$ cat src/rtl/sub16_serial_if.sv
// sub16_serial_if: operand/result handshake bundle for the bit-serial subtractor.
interface sub16_serial_if;
    logic        in_valid;
    logic        in_ready;
    logic [15:0] a;
    logic [15:0] b;
    logic        out_valid;
    logic        out_ready;
    logic [15:0] diff;
    logic        borrow;
    logic        zero;
    logic        neg;
    logic        ovf;
    modport master (
        output in_valid, a, b, out_ready,
        input  in_ready, out_valid, diff, borrow, zero, neg, ovf
    );
    modport slave (
        input  in_valid, a, b, out_ready,
        output in_ready, out_valid, diff, borrow, zero, neg, ovf
    );
endinterface

$ cat src/rtl/sub16_serial.sv
// sub16_serial: bit-serial 16-bit subtractor, LSB first through one full-subtractor cell and a borrow flop.
module sub16_serial (
    input logic           clk,
    input logic           rst_n,
    sub16_serial_if.slave bus
);
    typedef enum logic [1:0] {IDLE, RUN, DONE} state_t;
    state_t      r_state;
    logic [15:0] r_a, r_b, r_res, r_diff;
    logic [3:0]  r_cnt;
    logic        r_br, r_a15, r_b15, r_in_ready, r_out_valid;
    logic        r_borrow, r_zero, r_neg, r_ovf;
    logic        w_d, w_br;
    logic [15:0] w_res;
    assign w_d   = r_a[0] ^ r_b[0] ^ r_br;
    assign w_br  = (~r_a[0] & r_b[0]) | (~(r_a[0] ^ r_b[0]) & r_br);
    assign w_res = {w_d, r_res[15:1]};
    assign bus.in_ready  = r_in_ready;
    assign bus.out_valid = r_out_valid;
    assign bus.diff      = r_diff;
    assign bus.borrow    = r_borrow;
    assign bus.zero      = r_zero;
    assign bus.neg       = r_neg;
    assign bus.ovf       = r_ovf;
    always_ff @(posedge clk or negedge rst_n) begin
        if (!rst_n) begin
            r_state     <= IDLE;
            r_a         <= '0;
            r_b         <= '0;
            r_res       <= '0;
            r_diff      <= '0;
            r_cnt       <= '0;
            r_br        <= 1'b0;
            r_a15       <= 1'b0;
            r_b15       <= 1'b0;
            r_in_ready  <= 1'b1;
            r_out_valid <= 1'b0;
            r_borrow    <= 1'b0;
            r_zero      <= 1'b0;
            r_neg       <= 1'b0;
            r_ovf       <= 1'b0;
        end else begin
            case (r_state)
                IDLE: if (bus.in_valid) begin
                    r_a        <= bus.a;
                    r_b        <= bus.b;
                    r_br       <= 1'b0;
                    r_cnt      <= '0;
                    r_a15      <= bus.a[15];
                    r_b15      <= bus.b[15];
                    r_in_ready <= 1'b0;
                    r_state    <= RUN;
                end
                RUN: begin
                    r_a   <= {1'b0, r_a[15:1]};
                    r_b   <= {1'b0, r_b[15:1]};
                    r_res <= w_res;
                    r_br  <= w_br;
                    r_cnt <= r_cnt + 4'd1;
                    // counter wraps to 0 exactly as bit 15 retires
                    if (r_cnt == 4'd15) begin
                        r_diff      <= w_res;
                        r_borrow    <= w_br;
                        r_zero      <= (w_res == 16'h0000);
                        r_neg       <= w_d;
                        r_ovf       <= (r_a15 != r_b15) && (w_d != r_a15);
                        r_out_valid <= 1'b1;
                        r_state     <= DONE;
                    end
                end
                DONE: if (bus.out_ready) begin
                    r_out_valid <= 1'b0;
                    r_in_ready  <= 1'b1;
                    r_state     <= IDLE;
                end
                default: r_state <= IDLE;
            endcase
        end
    end
endmodule

$ cat src/flat_wrapper.sv
// flat-port wrapper written by rule: the top's interface ports become plain ports
module sub16_serial_flat 
  (clk, rst_n, bus_in_valid, bus_a, bus_b, bus_out_ready, bus_in_ready, bus_out_valid, bus_diff, bus_borrow, bus_zero, bus_neg, bus_ovf);
  sub16_serial_if bus_i ();
  input logic clk;
  input logic rst_n;
  input wire logic [$bits(bus_i.in_valid)-1:0] bus_in_valid;
  input wire logic [$bits(bus_i.a)-1:0] bus_a;
  input wire logic [$bits(bus_i.b)-1:0] bus_b;
  input wire logic [$bits(bus_i.out_ready)-1:0] bus_out_ready;
  output wire logic [$bits(bus_i.in_ready)-1:0] bus_in_ready;
  output wire logic [$bits(bus_i.out_valid)-1:0] bus_out_valid;
  output wire logic [$bits(bus_i.diff)-1:0] bus_diff;
  output wire logic [$bits(bus_i.borrow)-1:0] bus_borrow;
  output wire logic [$bits(bus_i.zero)-1:0] bus_zero;
  output wire logic [$bits(bus_i.neg)-1:0] bus_neg;
  output wire logic [$bits(bus_i.ovf)-1:0] bus_ovf;
  assign bus_i.in_valid = bus_in_valid;
  assign bus_i.a = bus_a;
  assign bus_i.b = bus_b;
  assign bus_i.out_ready = bus_out_ready;
  assign bus_in_ready = bus_i.in_ready;
  assign bus_out_valid = bus_i.out_valid;
  assign bus_diff = bus_i.diff;
  assign bus_borrow = bus_i.borrow;
  assign bus_zero = bus_i.zero;
  assign bus_neg = bus_i.neg;
  assign bus_ovf = bus_i.ovf;
  sub16_serial u_core (.clk(clk), .rst_n(rst_n), .bus(bus_i));
endmodule
$ cat config.mk
export PLATFORM = sky130hd
export DESIGN_NAME = sub16_serial_flat
export DESIGN_NICKNAME = d
export VERILOG_FILES = /design/src/rtl/sub16_serial_if.sv /design/src/rtl/sub16_serial.sv /design/src/flat_wrapper.sv
export SDC_FILE = /design/constraint.sdc
export NUM_CORES = 1
export LEC_CHECK = 0
export CORE_MARGIN = 4
export CORE_UTILIZATION = 56
export DETAILED_ROUTE_END_ITERATION = 6
export PLACE_DENSITY_LB_ADDON = 0.12
export RECOVER_POWER = 50
export SYNTH_ARGS = -nofsm -noshare
export SYNTH_HDL_FRONTEND = slang
export SYNTH_SLANG_ARGS = --single-unit
$ cat constraint.sdc
create_clock -name clk -period 4.7 [get_ports clk]
set_input_delay 0.94 -clock clk [delete_from_list [all_inputs] [get_ports clk]]
set_output_delay 0.94 -clock clk [all_outputs]
set_load 0.02 [all_outputs]
==> metrics.txt <==
# TYPE chip_impl_metric gauge
chip_impl_info{name="final_cell_mix",value="sky130_fd_sc_hd__nand2_1 (84), sky130_fd_sc_hd__dfrtp_1 (76), sky130_fd_sc_hd__clkdlybuf4s50_1 (56)"} 1
chip_impl_metric{name="ctsLongestPathBuffers",unit=""} 2
chip_impl_metric{name="leakagePower",unit="nW"} 1.90
chip_impl_metric{name="detailedRoute.firstIterationViolations",unit=""} 65
chip_impl_info{name="worst_setup_path_start_kind",value="flop"} 1
chip_impl_metric{name="antenna_found_initial",unit=""} 0
chip_impl_metric{name="clk_pin_slew",unit="ps"} 70
chip_impl_metric{name="drc_errors",unit=""} 0
chip_impl_metric{name="critPathRequiredTime",unit="ps"} 3760
chip_impl_metric{name="worstSkewPairLatency",unit="ps"} 350
chip_impl_metric{name="ys_types",unit=""} 28
chip_impl_metric{name="post_cts.repair.setup_buffers",unit=""} 0
chip_impl_metric{name="antennaDiodeCount",unit=""} 0
chip_impl_metric{name="grt_start_max_net_pins",unit=""} 78
chip_impl_metric{name="dieWidth",unit="um"} 85.3
chip_impl_info{name="timing.critical_path.slowest_stage_cell",value="sky130_fd_sc_hd__clkdlybuf4s50_1"} 1
chip_impl_metric{name="nets",unit=""} 390
chip_impl_metric{name="io_pins",unit=""} 58
chip_impl_info{name="synth_area_leaders",value="sky130_fd_sc_hd__dfrtp_1 (57%), sky130_fd_sc_hd__nand2_1 (9.4%), sky130_fd_sc_hd__mux2i_1 (9.0%)"} 1
chip_impl_metric{name="synth_cells",unit=""} 300
chip_impl_metric{name="via_count_of_the_first_global_routing_pass",unit=""} 2226
chip_impl_metric{name="synth-seq-cells",unit=""} 77
chip_impl_metric{name="setup-violations-final",unit=""} 0
chip_impl_metric{name="timing.final.crit_share",unit="%"} 51.5
chip_impl_metric{name="post-dp-hpwl",unit="um"} 3960
chip_impl_metric{name="timing.max_cap.violations",unit=""} 1
chip_impl_info{name="cts-root-buf",value="sky130_fd_sc_hd__clkbuf_8"} 1
chip_impl_metric{name="groute.usage.overall",unit="%"} 18.3
chip_impl_info{name="worstSetupPathType",value="flop to output pin"} 1
chip_impl_metric{name="clock_skew",unit="ps"} 7.99
chip_impl_metric{name="place_congestion",unit=""} 0.758
chip_impl_metric{name="critical-path-max-stage-delay",unit="ps"} 600
chip_impl_metric{name="pre_cts_slack",unit="ps"} 2050
chip_impl_info{name="worstPathCellList",value="clkdlybuf4s50_1"} 1
chip_impl_metric{name="achievable-frequency",unit="MHz"} 413
chip_impl_metric{name="rows",unit=""} 27
chip_impl_metric{name="ir_worst_vdd",unit="mV"} 0.311
chip_impl_metric{name="layout_setup_ws",unit="ps"} 2280
chip_impl_info{name="rsz0062_at_grt",value="no"} 1
chip_impl_metric{name="initial_core_util",unit="%"} 59.3
chip_impl_info{name="failed_checks",value="max-capacitance violations, max-slew violations"} 1
chip_impl_info{name="layout_commonest_cell",value="sky130_fd_sc_hd__nand2_1"} 1
chip_impl_metric{name="post_synth_instance_area",unit="um^2"} 3340
chip_impl_metric{name="wl_per_cell",unit="um"} 14.2
chip_impl_metric{name="postSynthAreaPerCell",unit="um^2"} 11.1
chip_impl_metric{name="detail-route-antenna-nets",unit=""} 0
chip_impl_metric{name="htree_num_levels",unit=""} 3
chip_impl_metric{name="final_area",unit="um^2"} 4170
chip_impl_metric{name="post_cts_resized",unit=""} 0
chip_impl_metric{name="postSynthNetCount",unit=""} 338
chip_impl_metric{name="cts.hold.buffers_added",unit=""} 0
chip_impl_metric{name="yosys_warnings",unit=""} 0
chip_impl_metric{name="globalRouteOverflowTotal",unit=""} 0
chip_impl_metric{name="fraction_of_layout_cells_with_a_size_suffix_above_1",unit="%"} 10.6
chip_impl_metric{name="slew_headroom",unit="%"} -22.3
chip_impl_metric{name="cp.buffers_inverters",unit=""} 1
chip_impl_metric{name="num_vias",unit=""} 2250
chip_impl_info{name="worst_path_dominant_cell_family",value="buffers and inverters"} 1
chip_impl_metric{name="global_route_wire_length_before_repair",unit="um"} 10500
chip_impl_info{name="kind_of_end_point_of_the_critical_path",value="output pin"} 1
chip_impl_metric{name="drt-total-wl",unit="um"} 6070
chip_impl_metric{name="synth_top_cell_area_share",unit="%"} 56.9
chip_impl_metric{name="die_h",unit="um"} 85.3
chip_impl_metric{name="critPathMaxFanout",unit=""} 3
chip_impl_metric{name="ys_seq_area_share",unit="%"} 57.7
chip_impl_metric{name="place.port_buffers",unit=""} 57
chip_impl_metric{name="routed_via_density",unit=""} 5.24
chip_impl_metric{name="drt_pre_antenna_iters",unit=""} 4
chip_impl_metric{name="placed_area",unit="um^2"} 3920
chip_impl_metric{name="actual_transition_at_the_worst_max_transition_pin",unit="ps"} 1830
chip_impl_info{name="status",value="finished with violations"} 1
chip_impl_metric{name="core-area",unit="um^2"} 5640
chip_impl_metric{name="final.fill_count",unit=""} 413
chip_impl_metric{name="total_clock_buffers_created_by_cts",unit=""} 9
chip_impl_metric{name="final_hold_viol_count",unit=""} 0
chip_impl_metric{name="area_growth",unit="%"} 24.8
chip_impl_metric{name="clock_period_minus_final_worst_setup_slack",unit="ps"} 2420
chip_impl_metric{name="crit_arrival",unit="ps"} 1480
chip_impl_metric{name="clock_sinks",unit=""} 77
chip_impl_metric{name="setup-tns-final",unit="ps"} 0
chip_impl_metric{name="maxSlewViolCount",unit=""} 78
chip_impl_info{name="min_path_type",value="flop to flop"} 1
chip_impl_metric{name="die-area",unit="um^2"} 7270
chip_impl_info{name="tritoncts_clock_tree",value="built"} 1
chip_impl_info{name="yosysTopAreaCell",value="sky130_fd_sc_hd__dfrtp_1"} 1
chip_impl_metric{name="power.density",unit="nW/um^2"} 596
cells by family (layout without fill, tap and decap cells):
kind of cell    count (synthesis)  after routing  share of synthesized area (%)
compound gates                 50             50                           7.97
mux                            49             49                           17.2
simple gates                   99             99                           12.3
flops                          77             77                           57.7
buf+inv                        23             80                           3.93
fa+ha+maj                       2              2                          0.973
final cells by class:
type / instances / area [um^2] / share of cell area (%)
Clock buffer: 13 / 169 / 4.05
Tap cell: 72 / 90.1 / 2.16
Sequential cell: 77 / 1930 / 46.2
Timing Repair Buffer: 59 / 581 / 13.9
Clock inverter: 3 / 90.1 / 2.16
Inverter: 5 / 18.8 / 0.450
Multi-Input combinational cell: 200 / 1300 / 31.1
where the power goes:
| group | internal (mW) | total, mW | switching [mW] |
|---|---|---|---|
| clock | 0.397 | 0.630 | 0.233 |
| sequential | 0.898 | 1.07 | 0.167 |
| combinational | 0.385 | 0.795 | 0.409 |
| total | 1.68 | 2.49 | 0.810 |
cell usage after synthesis:
cell type	number
sky130_fd_sc_hd__a21o_1	1
sky130_fd_sc_hd__dfstp_2	1
sky130_fd_sc_hd__nand2_1	84
sky130_fd_sc_hd__mux2_1	3
sky130_fd_sc_hd__mux2i_1	30
sky130_fd_sc_hd__mux2_4	16
sky130_fd_sc_hd__nand2b_1	3
sky130_fd_sc_hd__nor2b_1	2
sky130_fd_sc_hd__or2_4	1
sky130_fd_sc_hd__buf_4	3
sky130_fd_sc_hd__a21oi_1	1
sky130_fd_sc_hd__o22ai_1	3
sky130_fd_sc_hd__nand3_1	2
sky130_fd_sc_hd__nor3b_1	2
sky130_fd_sc_hd__buf_2	3
sky130_fd_sc_hd__dfrtp_1	76
sky130_fd_sc_hd__a22o_1	2
sky130_fd_sc_hd__buf_1	2
sky130_fd_sc_hd__nor4_1	4
sky130_fd_sc_hd__inv_1	5
sky130_fd_sc_hd__o21ai_1	37
sky130_fd_sc_hd__fa_1	1
sky130_fd_sc_hd__clkbuf_1	6
sky130_fd_sc_hd__buf_6	4
sky130_fd_sc_hd__o21ai_0	5
sky130_fd_sc_hd__nand4_1	1
sky130_fd_sc_hd__ha_1	1
sky130_fd_sc_hd__o21bai_1	1
sequential cells by signal (all words and copies together), names as in the netlist:
signal	count
u_core.bus.borrow	1
u_core.bus.diff	16
u_core.bus.in_ready	1
u_core.bus.out_valid	1
u_core.bus.ovf	1
u_core.bus.zero	1
u_core.r_a	16
u_core.r_a15	1
u_core.r_b	16
u_core.r_b15	1
u_core.r_br	1
u_core.r_cnt	4
u_core.r_res	15
u_core.r_state	2
worst min-delay path, stage by stage (launching register included):
cell	delay, ps
sky130_fd_sc_hd__dfstp_2	370
sky130_fd_sc_hd__o21ai_0	60
sky130_fd_sc_hd__nand2_1	50
final timing paths:
path	start	endpoint	cells after the start	slack [ps]
hold reg to reg	u_core.bus.in_ready$_DFFE_PN1P_	u_core.bus.in_ready$_DFFE_PN1P_	2	490
setup reg to reg	u_core.r_state[1]$_DFFE_PN0P_	u_core.bus.ovf$_DFFE_PN0P_	3	2570
hold / removal	u_core.bus.in_ready$_DFFE_PN1P_	u_core.bus.in_ready$_DFFE_PN1P_	2	490
min in group asynchronous	rst_n	u_core.bus.diff[13]$_DFFE_PN0P_	1	1080
max in group asynchronous	rst_n	u_core.bus.ovf$_DFFE_PN0P_	1	2530
setup / recovery	u_core.bus.in_ready$_DFFE_PN1P_	bus_in_ready	1	2280
per-stage QoR:
step	total power, mW	util, %	instances	hold WS, ps
2_1_floorplan	1.60	-	300	455
4_1_cts	2.52	74.0	429	494
3_5_place_dp	1.88	69.4	413	476
6_report	2.49	74.0	429	488
5_1_grt	2.67	74.0	429	510
3_3_place_gp	1.85	69.4	413	466
layer usage:
metal,GRT usage [%],part of all wire (%)
met5,0,0
met4,5.61,1.4
met3,6.60,6.1
met2,29.9,48
met1,22.8,44
Power figures use the tool's default switching activity.
